$ cat src/rtl/jtdsp16_qsnd_host.sv
// Host-command bridge between the sound CPU and the DSP16 parallel input port.
// The CPU stages a 16-bit data word and then writes an address byte. That write
// latches the transaction and raises irq. The DSP then reads the address
// (psel=0) and the data (psel=1) through pbus_in. After the data read the bridge
// reports ready again.
module jtdsp16_qsnd_host #(
  parameter int ADDR_W  = 8,
  parameter int RDY_BIT = 7
) (
  input  logic        clk,
  input  logic        rst_n,
  input  logic        cen,
  input  logic [1:0]  cpu_a,
  input  logic [7:0]  cpu_din,
  input  logic        cpu_we,
  input  logic        cpu_rd,
  output logic [7:0]  cpu_dout,
  output logic        irq,
  input  logic        psel,
  input  logic        pids_n,
  output logic [15:0] pbus_in
);

  typedef enum logic [1:0] {
    ST_IDLE = 2'd0,
    ST_PEND = 2'd1,
    ST_ADDR = 2'd2
  } state_t;

  state_t              r_state;
  state_t              w_state_nxt;

  logic [7:0]          r_stage_hi;
  logic [7:0]          r_stage_lo;
  logic [15:0]         r_data;
  logic [ADDR_W-1:0]   r_addr;
  logic                r_overrun;
  logic                r_pids_l;

  logic                w_addr_wr;
  logic                w_accept;
  logic                w_rd_done;
  logic                w_ready;

  // An address write is only taken while idle. Any other address write is a
  // host overrun. This includes a write on the clk where the final DSP read
  // completes, because the state is still ADDR on that edge.
  assign w_addr_wr = cpu_we && (cpu_a == 2'd2);
  assign w_accept  = w_addr_wr && (r_state == ST_IDLE);

  // A DSP read completes when pids_n rises. The edge is only seen on cen cycles.
  assign w_rd_done = cen && !r_pids_l && pids_n;

  // ready means no transaction is outstanding. irq is a pure level of PEND.
  // Both come from the state register, so an async reset clears them at once.
  assign w_ready = (r_state == ST_IDLE);
  assign irq     = (r_state == ST_PEND);

  // Present a latched value to the DSP. psel chooses the data word or the
  // zero-extended address.
  assign pbus_in = psel ? r_data : 16'(r_addr);

  // Build the host status byte.
  always_comb begin
    cpu_dout          = 8'h00;
    cpu_dout[RDY_BIT] = w_ready;
    cpu_dout[0]       = r_overrun;
  end

  // Update the state register.
  always_ff @(posedge clk or negedge rst_n) begin
    if (!rst_n) r_state <= ST_IDLE;
    else        r_state <= w_state_nxt;
  end

  // Compute the next state. DSP events only count on cen cycles.
  always_comb begin
    w_state_nxt = r_state;
    case (r_state)
      ST_IDLE: if (w_accept)            w_state_nxt = ST_PEND;
      ST_PEND: if (w_rd_done && !psel)  w_state_nxt = ST_ADDR;
      ST_ADDR: if (w_rd_done &&  psel)  w_state_nxt = ST_IDLE;
      default:                          w_state_nxt = ST_IDLE;
    endcase
  end

  // Register the DSP input strobe on cen cycles only. This gives edge detection.
  always_ff @(posedge clk or negedge rst_n) begin
    if (!rst_n)   r_pids_l <= 1'b1;
    else if (cen) r_pids_l <= pids_n;
  end

  // Capture the host staging bytes. They may be rewritten at any time.
  always_ff @(posedge clk or negedge rst_n) begin
    if (!rst_n) begin
      r_stage_hi <= 8'h00;
      r_stage_lo <= 8'h00;
    end else if (cpu_we) begin
      if (cpu_a == 2'd0) r_stage_hi <= cpu_din;
      if (cpu_a == 2'd1) r_stage_lo <= cpu_din;
    end
  end

  // Latch the transaction when an address write is accepted.
  always_ff @(posedge clk or negedge rst_n) begin
    if (!rst_n) begin
      r_data <= 16'h0000;
      r_addr <= '0;
    end else if (w_accept) begin
      r_data <= {r_stage_hi, r_stage_lo};
      r_addr <= cpu_din[ADDR_W-1:0];
    end
  end

  // Track overrun. A new overrun takes priority over a clear by a status read.
  always_ff @(posedge clk or negedge rst_n) begin
    if (!rst_n)                       r_overrun <= 1'b0;
    else if (w_addr_wr && !w_accept)  r_overrun <= 1'b1;
    else if (cpu_rd)                  r_overrun <= 1'b0;
  end

endmodule

$ cat config.mk
export PLATFORM = sky130hd
export DESIGN_NAME = jtdsp16_qsnd_host
export DESIGN_NICKNAME = d
export VERILOG_FILES = /design/src/rtl/jtdsp16_qsnd_host.sv
export SDC_FILE = /design/constraint.sdc
export NUM_CORES = 1
export LEC_CHECK = 0
export ABC_CLOCK_PERIOD_IN_PS = 2190
export CORE_AREA = 2 2 64 66
export CTS_BUF_LIST = sky130_fd_sc_hd__clkbuf_16
export CTS_CLUSTER_SIZE = 40
export DETAILED_ROUTE_END_ITERATION = 6
export DIE_AREA = 0 0 66 68
export PLACE_DENSITY = 0.82
export SETUP_SLACK_MARGIN = 0.05
export SYNTH_ARGS = -nofsm -noshare
export SYNTH_HDL_FRONTEND = slang
export SYNTH_SLANG_ARGS = --single-unit
$ cat constraint.sdc
create_clock -name clk -period 2.19 [get_ports clk]
set_input_delay 0.438 -clock clk [delete_from_list [all_inputs] [get_ports clk]]
set_output_delay 0.438 -clock clk [all_outputs]
set_load 0.03 [all_outputs]
Yosys cells after proc, flatten, opt, wreduce, memory -nomap -nowiden --
Index checks and enable logic that the tools add are counted.
Word-level totals: output and inout port bits 25, input port bits 17, logic and storage cells 37, bits in registers 44
Operators by class: reduce and logical (&&, ||, !) cells 16, mux-type cells 7, eq/ne operators 7
Operators by type and width (number):
- $mux W16 | 1
- $logic_and A1 B1 Y1 | 7
- $mux W2 | 3
- $pmux W2 S3 | 1
- $eq A2 B1 Y1 const B | 2
- $eq A2 B2 Y1 const B | 2
- $logic_not A2 Y1 | 2
- $ne A2 B2 Y1 const B | 2
- $reduce_and A2 Y1 | 2
- $logic_not A1 Y1 | 3
- $reduce_and A3 Y1 | 1
- $mux W1 | 2
- $ne A2 B1 Y1 const B | 1
- $reduce_bool A2 Y1 | 1

Longest topological paths before layout --
depth after elaboration 6, gate-level depth with buffers 5, depth with buffers taken out 3

Worst setup path after synthesis --
Ideal clock, no wire load.
path type input to output, start point input port psel, end point output port pbus_in[10], cell stages on the path 3, buffers on the path 2, data arrival time 1.275 ns, path slack 0.477 ns, data required time 1.752 ns, cell sequence clkbuf_1 > clkbuf_1 > and2_1
Between the ends: longest elaborated chain between the ends 1
RTL lines:
- start: declaration | line 19 | input logic psel,
- $mux W16 | line 61 | assign pbus_in = psel ? r_data : 16'(r_addr);
- end: declaration | line 21 | output logic [15:0] pbus_in
Every way passes these cells.

Worst setup path after layout --
start point input port psel, end point output port pbus_in[5]
Same word-level chain as after synthesis.

==> flow_summary.toml <==
[critical_path]
slowest_delay_ns = 0.50
cp_cell_sequence = "clkdlybuf4s50_1 -> buf_12 -> mux2_2 -> buf_2"
critPathBufInv = 3
worstSetupEndpointType = "primary output"
cp.arrival_ns = 1.63
crit_fanout = 18
critPathLaunchType = "input port"
worstPathRequired_ns = 1.75
crit_family = "buffers and inverters"
cp_slowest_cell = "clkdlybuf4s50_1"
criticalPathCategory = "in -> out"

[clocking]
cts_buffer_depth = 2
cts_tree = "built"
h-tree-depth = 2
clk_pin_slew_ns = 0.06
post_cts_buffers = 0
root_buffer = "clkbuf_16"
cts_buffers = 5
cts.sinks = 44
clk_latency_ns = 0.28

[worst_hold_path]
hold_path_class = "in -> async"

[final_layout]
drive_gt1_share_pct = 45.9
n_antenna_cell = 0
area_growth_pct = 25.0
final_area_um2 = 2470
finalNetCount = 188
final_cells = 222

[timing]
hold_viol = 0
fin_crit_sh_pct = 94.3
setup_slack_ns = 0.126
skew_ns = 0.0109
timing.hold.ws_ns = 0.225
timing.fmax_mhz = 484
worst_pin_slew_ns = 0.542
maxSlewHeadroom_pct = 63.9
finalMaxSlewViolations = 0
rsz0062_at_grt = "no"
setup_viol = 0
fin_crit_ns = 2.06

[placed_design]
hpwl_um = 2460
pre_cts_slack_ns = -0.304
gp_congestion = 0.761
placed_area_um2 = 2340
dpl.cell_count = 214
io_buffer_count = 35

[global_route]
overflow = 0
grt.total_usage_pct = 18.0
antenna_found_initial = 0
grt_pass1_wl_um = 5920
grt_pass1_vias = 1193
grt_max_degree = 45

[yosys]
synth.area.top_cells = "dfrtp_1 54%, mux2_2 17%, mux2_4 14%"
syn-cell-area_um2 = 1980
yosysSeqAreaShare_pct = 55.8
postSynthCellCount = 132
ys_types = 19
ys_warn_count = 0
synth_top_area_cell = "dfrtp_1"
synth.avg_cell_area_um2 = 15.0
synth_top_cell_area_share_pct = 54.5
synth-seq-cells = 44

[floorplan]
dieArea_um2 = 4490
pin_count = 42
start_util_pct = 51.2
rows = 23
core_um2 = 3860
die_h_um = 68
die_w_um = 66

[detailed_routing]
wl_um = 3630
drc = 0
ant_nets = 0
firstDrtPassIters = 4
drt_iter0_drc = 10
routed_via_density = 4.91
wl_per_cell_um = 16.3
vias = 1091

[power_and_ir_drop]
leakage_uw = 0.00119
power_density_nw_per_um2 = 1320
peakVddDrop_mv = 0.781

[job]
maxCapViolCount = 0

[run_status]
status = "completed"
==> sequential cells by signal, summed over array words and instances, names as in the netlist <==
name and cells:
r_data 16, r_addr 8, r_stage_hi 8, r_stage_lo 8
r_state 2, r_overrun 1, r_pids_l 1
==> final cells by class <==
type | instances | area, µm²
Clock inverter | 3 | 38.8
Inverter | 2 | 7.51
Timing Repair Buffer | 40 | 350
Fill cell | 304 | 1390
Tap cell | 50 | 62.6
Multi-Input combinational cell | 78 | 783
Sequential cell | 44 | 1100
Clock buffer | 5 | 125
==> where the power goes <==
group | leakage, µW | switching [µW] | internal [µW]
Combinational | 0.000578 | 556 | 602
Sequential | 0.000528 | 168 | 1120
Clock | 0.0000850 | 289 | 531
==> cell usage after synthesis (all sizes together) <==
master / count
a41oi: 1
and2: 8
buf: 11
clkbuf: 2
conb: 1
dfrtp: 43
dfstp: 1
inv: 2
mux2: 48
nand2: 3
nand3b: 3
nor2: 1
nor2b: 2
nor3b: 1
o21ai: 3
o22ai: 1
or3: 1
==> per-layer routing <==
layer / part of all wire [%] / vias to the layer above / wire (µm) / track usage (%)
li1: - / 516 / - / -
met1: 43 / 544 / 1550 / 22.1
met2: 53 / 27 / 1910 / 30.8
met3: 3.6 / 4 / 132 / 4.61
met4: 1.0 / 0 / 37 / 6.89
met5: 0 / - / 0 / 0
==> kinds of logic (layout without fill, tap and decap cells) <==
family          Yosys count  in the layout  synth area share (%)
compound gates            5              5                  1.52
buf+inv                  15             50                  5.51
flops                    44             44                  55.8
mux                      48             48                  31.0
other cells               1              6                 0.190
simple gates             19             19                  6.02
==> final timing paths <==
kind | depth (start not counted) | startpoint | end | slack, ns
min | 2 | rst_n | r_data[14] | 0.23
min in group clk | 1 | r_stage_hi[1] | r_data[9] | 0.50
max in group asynchronous | 2 | rst_n | r_stage_lo[4] | 1.59
min reg2reg | 1 | r_stage_hi[1] | r_data[9] | 0.50
max | 4 | psel | pbus_in[5] | 0.13
max reg2reg | 3 | r_state[1] | r_data[3] | 0.72
==> stage by stage <==
stage / util, % / TNS, ns / total power, µW
global placement: 60.8 / -2.18 / 2480
finish: 64.0 / 0 / 3260
CTS: 64.0 / 0 / 3300
detailed placement: 60.8 / -2.24 / 2540
floorplan: - / 0 / 2130
global route: 64.0 / 0 / 3430
==> placed cells by master, fill, tap and decap left out, drive strengths merged <==
master / n
mux2: 48
a41oi: 1
buf: 22
o22ai: 1
nor2: 1
clkinv: 1
dfstp: 1
conb: 6
o21ai: 3
bufinv: 1
nor2b: 2
clkbuf: 5
dfrtp: 43
nor3b: 1
dlymetal6s2s: 1
or3: 1
nand2: 3
nand3b: 3
and2: 8
clkdlybuf4s50: 17
inv: 3
==> timing repair <==
action / 4_1_cts / 5_1_grt
resized for setup: 40 / 1
hold buffers: 0 / 0
cloned: 0 / 0
endpoints found under the setup margin: 8 / 1
Note: power is estimated with default switching activity, not from simulation.
